===== src/rtl/fetch_pkg.sv =====
// Shared types and default widths for the instruction-fetch stage.
package fetch_pkg;

   localparam int PC_W_DEF    = 8;
   localparam int INSTR_W_DEF = 16;
   localparam int DEPTH_DEF   = 4;

   typedef struct packed {
      logic [PC_W_DEF-1:0]    pc;
      logic [INSTR_W_DEF-1:0] instr;
   } fetch_entry_t;

endpackage


===== src/rtl/fetch_fifo.sv =====
// Small synchronous FIFO of fetched {pc, instr} pairs; clear wins over push and pop.
module fetch_fifo
   import fetch_pkg::*;
#(
   parameter int DEPTH = DEPTH_DEF
) (
   input  logic                     clk,
   input  logic                     reset,
   input  logic                     push,
   input  logic                     pop,
   input  logic                     clear,
   input  fetch_entry_t             wdata,
   output fetch_entry_t             rdata,
   output logic [$clog2(DEPTH):0]   count,
   output logic                     full,
   output logic                     empty
);

   localparam int AW = $clog2(DEPTH);
   localparam int CW = AW + 1;

   fetch_entry_t      mem [DEPTH];
   logic [AW-1:0]     wr_ptr;
   logic [AW-1:0]     rd_ptr;
   logic              do_push;
   logic              do_pop;

   assign full    = (count == CW'(DEPTH));
   assign empty   = (count == '0);
   assign do_pop  = pop & ~empty;
   assign do_push = push & (~full | do_pop);
   assign rdata   = mem[rd_ptr];

   // NOTE: sequential state uses non-blocking assignments so every register samples pre-edge values.
   always_ff @(posedge clk or posedge reset) begin
      if (reset) begin
         wr_ptr <= '0;
         rd_ptr <= '0;
         count  <= '0;
      end else if (clear) begin
         wr_ptr <= '0;
         rd_ptr <= '0;
         count  <= '0;
      end else begin
         if (do_push) wr_ptr <= wr_ptr + 1'b1;
         if (do_pop)  rd_ptr <= rd_ptr + 1'b1;
         unique case ({do_push, do_pop})
            2'b10:   count <= count + 1'b1;
            2'b01:   count <= count - 1'b1;
            default: ;
         endcase
      end
   end

   // NOTE: storage is deliberately not reset; count alone decides which entries are valid.
   always_ff @(posedge clk) begin
      if (do_push && !clear) mem[wr_ptr] <= wdata;
   end

endmodule


===== src/rtl/fetch_stage.sv =====
// Fetch stage: issues pc_in to memory, queues returned {pc, instr} for decode,
// and drives the PC load port for execute redirects and for replaying dropped responses.
module fetch_stage
   import fetch_pkg::*;
#(
   parameter int PC_W    = PC_W_DEF,
   parameter int INSTR_W = INSTR_W_DEF,
   parameter int DEPTH   = DEPTH_DEF
) (
   input  logic               clk,
   input  logic               reset,
   input  logic [PC_W-1:0]    pc_in,
   output logic               jump_enable,
   output logic [PC_W-1:0]    jump_address,
   output logic [PC_W-1:0]    imem_addr,
   input  logic [INSTR_W-1:0] imem_rdata,
   input  logic               redirect_valid,
   input  logic [PC_W-1:0]    redirect_addr,
   output logic               id_valid,
   input  logic               id_ready,
   output logic [INSTR_W-1:0] id_instr,
   output logic [PC_W-1:0]    id_pc
);

   logic                    resp_valid_q;
   logic [PC_W-1:0]         resp_pc_q;
   logic                    pop;
   logic                    can_enq;
   logic                    push;
   logic                    replay;
   logic [$clog2(DEPTH):0]  count;
   logic                    full;
   logic                    empty;
   fetch_entry_t            push_entry;
   fetch_entry_t            head;

   assign imem_addr  = pc_in;
   assign id_valid   = (count != '0);
   assign pop        = ~empty & id_ready;
   assign can_enq    = ~full | pop;
   assign push       = resp_valid_q & can_enq & ~redirect_valid;
   assign replay     = resp_valid_q & ~can_enq & ~redirect_valid;
   assign push_entry = '{pc: resp_pc_q, instr: imem_rdata};

   assign id_pc    = id_valid ? head.pc    : '0;
   assign id_instr = id_valid ? head.instr : '0;

   // Redirect outranks replay; a replayed response is dropped and re-fetched by the PC.
   // NOTE: outputs get defaults before any branch so no path leaves them unassigned (no latch).
   always_comb begin
      jump_enable  = 1'b0;
      jump_address = '0;
      if (redirect_valid) begin
         jump_enable  = 1'b1;
         jump_address = redirect_addr;
      end else if (replay) begin
         jump_enable  = 1'b1;
         jump_address = resp_pc_q;
      end
   end

   // Whenever the PC is being loaded this cycle, the word issued now is wrong-path.
   always_ff @(posedge clk or posedge reset) begin
      if (reset) begin
         resp_valid_q <= 1'b0;
         resp_pc_q    <= '0;
      end else begin
         resp_valid_q <= ~jump_enable;
         resp_pc_q    <= pc_in;
      end
   end

   fetch_fifo #(
      .DEPTH (DEPTH)
   ) u_fifo (
      .clk   (clk),
      .reset (reset),
      .push  (push),
      .pop   (pop),
      .clear (redirect_valid),
      .wdata (push_entry),
      .rdata (head),
      .count (count),
      .full  (full),
      .empty (empty)
   );

endmodule


===== config.mk =====
export PLATFORM = sky130hd
export DESIGN_NAME = fetch_stage
export DESIGN_NICKNAME = d
export VERILOG_FILES = /design/src/rtl/fetch_pkg.sv /design/src/rtl/fetch_fifo.sv /design/src/rtl/fetch_stage.sv
export SDC_FILE = /design/constraint.sdc
export NUM_CORES = 1
export LEC_CHECK = 0
export ABC_AREA = 1
export ABC_CLOCK_PERIOD_IN_PS = 2800
export CAP_MARGIN = 20
export CORE_UTILIZATION = 53
export DETAILED_ROUTE_END_ITERATION = 10
export HOLD_SLACK_MARGIN = 0.05
export PLACE_DENSITY = 0.81
export SYNTH_ARGS = -nofsm -noshare
export SYNTH_HDL_FRONTEND = slang
export SYNTH_SLANG_ARGS = --single-unit

===== constraint.sdc =====
create_clock -name clk -period 2.8 [get_ports clk]
set_clock_uncertainty 0.05 [all_clocks]
set_input_delay 0.28 -clock clk [delete_from_list [all_inputs] [get_ports clk]]
set_output_delay 0.28 -clock clk [all_outputs]
set_load 0.01 [all_outputs]

# Word-level counts from Yosys, hierarchy flattened
# Memory sizes are Yosys's and may differ from the RTL's.
# Cells that the tools add are included.
[word_totals]
elab_cells = 48
inputBits = 36
reg_bits = 16
ramBits = 96
memories = 1
out_inout_bits = 42
[classes]
n_mux = 14
addsub = 4
n_bitwise = 14
eq_ne = 3
n_reduce_logical = 7
[mem_list]
columns = ["memory", "words", "word_bits", "read_ports", "rd_ports_with_merged_regs", "wr", "line_no", "text"]
rows = [
  ["u_fifo.mem", 4, 24, 1, 0, 1, "fetch_fifo.sv:22", "fetch_entry_t mem [DEPTH];"],
]
[op_table]
columns = ["op", "n"]
rows = [
  ["8-bit 2-to-1 mux", 3],
  ["16-bit 2-to-1 mux", 1],
  ["2-bit 2-to-1 mux", 4],
  ["1-bit AND", 7],
  ["3-bit one-hot mux with 2 select lines", 1],
  ["3-bit nonzero test", 2],
  ["1-bit inverter", 5],
  ["2-bit by 1-bit adder with 2-bit output (second input constant)", 2],
  ["1-bit 2-to-1 mux", 4],
  ["2-bit nonzero test", 2],
  ["3-bit by 1-bit adder with 3-bit output (second input constant)", 1],
  ["3-bit == test (second input constant)", 1],
  ["3-bit logical NOT", 1],
  ["3-bit 2-to-1 mux", 1],
  ["3-bit by 1-bit subtractor with 3-bit output (second input constant)", 1],
  ["2-bit by 1-bit == test with 1-bit output (second input constant)", 1],
  ["2-bit == test (second input constant)", 1],
  ["1-bit bitwise OR", 2],
  ["1-bit logical AND", 1],
  ["1-bit logical NOT", 1],
]

# Depth between registers and ports, before layout
[logic_depth]
ltp_word = 10
depth_mapped = 11
depth_no_buf = 11

# Cells and area by module
# A second synthesis with hierarchy kept.
[hier_totals]
cells_unflattened = 405
hier_area_um2 = 4742.0
[modules_own_cells]
columns = ["mod", "seq_area_each_um2", "cells_each", "n_inst", "area_each_um2"]
rows = [
  ["fetch_fifo", 3057.9, 298, 1, 4037.6],
  ["fetch_stage", 225.2, 107, 1, 704.4],
]

# Worst setup path before layout
# Ideal clock, no wire load.
[synth_timing]
path_kind = "input -> register"
start = "input port redirect_valid"
end = "memory u_fifo.mem[0][0] in the netlist's numbering (enable)"
path_stages = 5
arrival_ps = 1793
required_time_ps = 2345
setup_time_ps = 405
setup_slack_ps = 552
path_buffers = 2
path_cell_list = "buf_6 inv_2 buf_6 nand3_1 nor2_1"
[synth_between]
elab_chain_len = 6
elab_cells_between_ends = 7
cone_classes = "mux (2); bitwise (3); reduce/logical (2)"
[synth_lines]
columns = ["item", "line_no", "text"]
rows = [
  ["start, declared", "fetch_stage.sv:17", "input logic redirect_valid,"],
  ["1-bit inverter", "fetch_stage.sv:41", "assign push = resp_valid_q & can_enq & ~redirect_valid;"],
  ["1-bit AND", "fetch_stage.sv:41", ""],
  ["1-bit AND", "fetch_fifo.sv:31", "assign do_push = push & (~full | do_pop);"],
  ["1-bit logical AND (*)", "fetch_fifo.sv:57", "if (do_push && !clear) mem[wr_ptr] <= wdata;"],
  ["1-bit 2-to-1 mux (*)", "fetch_fifo.sv:57", ""],
  ["1-bit 2-to-1 mux (implied by the code) (*)", "fetch_fifo.sv:57", ""],
  ["end, declared", "fetch_fifo.sv:22", ""],
]
# Every way passes the cells marked *; elsewhere a longest branch is shown, timed or not.

# Final worst setup path
[layout_timing]
start = "register u_fifo.rd_ptr[1]"
end = "output port id_pc[3]"
[layout_between]
elab_chain_len = 2
[layout_lines]
columns = ["item", "line_no", "text"]
rows = [
  ["start, declared", "fetch_fifo.sv:24", "logic [AW-1:0] rd_ptr;"],
  ["start signal, assigned", "fetch_fifo.sv:46", "if (do_pop) rd_ptr <= rd_ptr + 1'b1;"],
  ["memory 4 x 24 bit", "--", ""],
  ["8-bit 2-to-1 mux", "fetch_stage.sv:45", "assign id_pc = id_valid ? head.pc : '0;"],
  ["end, declared", "fetch_stage.sv:22", "output logic [PC_W-1:0] id_pc"],
]
# No other way between the ends.

==> results.sh <==
export IMPL_status="complete, no violations"
export IMPL_critical_path_slowest_cell="clkdlybuf4s50_1"
export IMPL_cts_inserted_buffers=9
export IMPL_setup_viol=0
export IMPL_antenna_found_initial=0
export IMPL_cts_buffer_depth=2
export IMPL_dp_cells=565
export IMPL_path_max_fanout=26
export IMPL_hold_class="primary input to async pin"
export IMPL_core_area_um2=8340
export IMPL_vias=3085
export IMPL_ir_worst_vdd_uv=506
export IMPL_synthTopCellsByArea="edfxtp_1, dfrtp_1, nor2_1, o21ai_0, a21oi_1"
export IMPL_cts_tree="built"
export IMPL_finalMaxSlewViolations=0
export IMPL_slowest_delay_ns=0.57
export IMPL_fmax_ghz=0.388
export IMPL_port_buffers=77
export IMPL_finalHoldViolCount=0
export IMPL_avgSynthCellArea_um2=11.6
export IMPL_routed_wl_um=9050
export IMPL_fin_setup_tns_ns=0
export IMPL_cts_hold_buf=0
export IMPL_drive_gt1_share_pct=9.05
export IMPL_n_fill_cell=595
export IMPL_grt_overflow_total=0
export IMPL_setup_worst_path_class="flop to primary output"
export IMPL_avgRoutedWirePerCell_um=15.6
export IMPL_via_per_inst=5.32
export IMPL_ys_types=22
export IMPL_ant_nets=0
export IMPL_yosysTopAreaCellShare_pct=62.1
export IMPL_yosys_warnings=0
export IMPL_cts_htree_levels=3
export IMPL_grt_pass1_vias=2997
export IMPL_period_minus_slack_ns=2.58
export IMPL_clk_pin_slew_ns=0.10
export IMPL_grt_max_degree=29
export IMPL_instances_no_fill=580
export IMPL_critPathCaptureType="primary output"
export IMPL_pin_count=78
export IMPL_die_area_um2=9130
export IMPL_tightest_slew_ns=0.606
export IMPL_place_hpwl_um=5870
export IMPL_fin_crit_sh_pct=92.1
export IMPL_crit_chain="buf_6 -> inv_4 -> nor2_1 -> o21ai_0 -> a21oi_1 -> clkdlybuf4s50_1"
export IMPL_synth_seq_area_share_pct=70.7
export IMPL_crit_reg2reg_launch="u_fifo.count[0]$_DFFE_PP0P_"
export IMPL_leakage_nw=2.07
export IMPL_max_slew_margin_pct=59.5
export IMPL_rsz0062_at_grt="false"
export IMPL_grt_pass1_wl_um=14600
export IMPL_netlist_area_um2=4640
export IMPL_n_antenna_cell=0
export IMPL_initial_core_util_pct=55.6
export IMPL_insertion_delay_ns=0.36
export IMPL_die_y_um=95.6
export IMPL_yosysTopAreaCell="edfxtp_1"
export IMPL_ctsResizeCount=1
export IMPL_synth_nets=440
export IMPL_cp_startpoint="u_fifo.rd_ptr[1]$_DFFE_PP0P_"
export IMPL_syn_inst=399
export IMPL_start_kind="flop"
export IMPL_area_delta_synth_final_pct=21.5
export IMPL_die_w_um=95.6
export IMPL_critPathArrivalTime_ns=2.25
export IMPL_nNetsFinal=512
export IMPL_clock_root_buffer="clkbuf_8"
export IMPL_num_rows=33
export IMPL_utilization_pct=67.6
export IMPL_p_per_area_nw_per_um2=759
export IMPL_grtUsageTotal_pct=21.5
export IMPL_drc=0
export IMPL_crit_required_ns=2.47
export IMPL_post_cts_repair_setup_buffers=0
export IMPL_gp_congestion=0.818
export IMPL_clock_sinks=112
export IMPL_max_cap_violations=0
export IMPL_synth_ff_latch_count=112
export IMPL_drt_pass1_iterations=4
export IMPL_drt_initial_drc_count=210
synthesized netlist by cell type:
| cell type | instances |
|---|---|
| xnor2_1 | 1 |
| buf_2 | 10 |
| inv_1 | 24 |
| buf_4 | 10 |
| inv_2 | 3 |
| clkinv_2 | 1 |
| o21ai_0 | 50 |
| ha_1 | 4 |
| nor2_1 | 102 |
| dfrtp_1 | 16 |
| nand2_2 | 6 |
| a21oi_1 | 26 |
| o21ai_1 | 9 |
| nand3_2 | 1 |
| nand2_1 | 22 |
| clkbuf_1 | 4 |
| edfxtp_1 | 96 |
| buf_6 | 4 |
| fa_1 | 1 |
| nand3_1 | 7 |
| o211ai_1 | 1 |
| nor2_2 | 1 |
kinds of logic after synthesis:
kind of cell / count (synthesis) / share of synthesized area, %
AND/OR/NAND/NOR: 139 / 11.9
buffers and inverters: 56 / 6.28
AO/OA/AOI/OAI: 86 / 9.33
XOR/XNOR: 1 / 0.189
flip-flops: 112 / 70.7
adder cells (fa/ha/maj): 5 / 1.51
through the flow:
stage          power, mW  hold slack (ns)  worst slack, ns  area, um^2
2_1_floorplan       2.80            0.144            0.552        4640
3_3_place_gp        3.44            0.458            0.453        5460
3_5_place_dp        3.47            0.479            0.379        5460
4_1_cts             4.31            0.236           0.0844        5630
5_1_grt             4.53            0.294           0.0798        5640
6_report            4.28            0.224            0.222        5640
where the power goes:
group | switching (mW) | leakage, nW | internal, mW
combinational | 0.795 | 0.923 | 0.651
sequential | 0.0580 | 1.07 | 1.93
clock | 0.520 | 0.0805 | 0.329
cell type report:
| cell class | count | area [um^2] | area share (%) |
|---|---|---|---|
| repair buffers | 89 | 865 | 15.3 |
| well taps | 105 | 131 | 2.33 |
| inverters | 28 | 109 | 1.93 |
| flip-flops and latches | 112 | 3280 | 58.2 |
| clock inverters | 5 | 43.8 | 0.777 |
| multi-input cells | 231 | 1080 | 19.1 |
| clock buffers | 10 | 128 | 2.26 |
flip-flops by register name (all words and copies together) (netlist names):
| signal | cells |
|---|---|
| resp_pc_q | 8 |
| resp_valid_q | 1 |
| u_fifo.count | 3 |
| u_fifo.mem | 96 |
| u_fifo.rd_ptr | 2 |
| u_fifo.wr_ptr | 2 |
worst max-delay path: cells and delay by family, from the launching register on:
family	cells	cell delay (ns)
AO/OA/AOI/OAI	2	0.34
buffers and inverters	3	0.99
flip-flops	1	0.36
AND/OR/NAND/NOR	1	0.18
final timing paths:
| path | depth (start not counted) | slack (ns) | end |
|---|---|---|---|
| setup / recovery | 6 | 0.22 | id_pc[3] |
| hold / removal | 2 | 0.22 | resp_pc_q[5]$_DFF_PP0_ |
| setup reg to reg | 11 | 0.80 | u_fifo.count[2]$_DFFE_PP0P_ |
| hold reg to reg | 0 | 0.50 | u_fifo.mem[3][19]$_DFFE_PP_ |
| max in group asynchronous | 2 | 2.07 | u_fifo.rd_ptr[1]$_DFFE_PP0P_ |
| min in group clk | 1 | 0.33 | resp_pc_q[5]$_DFF_PP0_ |
layout by cell type (no fill, tap or decap):
master,count
dfrtp_1,16
edfxtp_1,96
clkinv_2,1
nand3_2,1
xnor2_1,1
buf_4,11
clkinvlp_4,2
clkbuf_1,1
nor2_1,97
clkdlybuf4s50_1,77
nand3_1,7
inv_8,1
nand2_1,22
nand2_2,6
fa_1,1
ha_1,4
clkbuf_8,9
a21oi_1,26
o21ai_1,9
o211ai_1,1
clkinv_4,2
nor2_2,6
inv_2,2
o21ai_0,50
buf_6,1
inv_1,24
inv_4,1
routing by layer:
metal | up-vias | track usage (%) | share of wire, %
li1 | 1491 | - | -
met1 | 1462 | 28.9 | 42
met2 | 124 | 34.4 | 49
met3 | 8 | 5.50 | 8.0
met4 | 0 | 6.72 | 0.61
met5 | - | 0 | 0
Power figures use the tool's default switching activity.
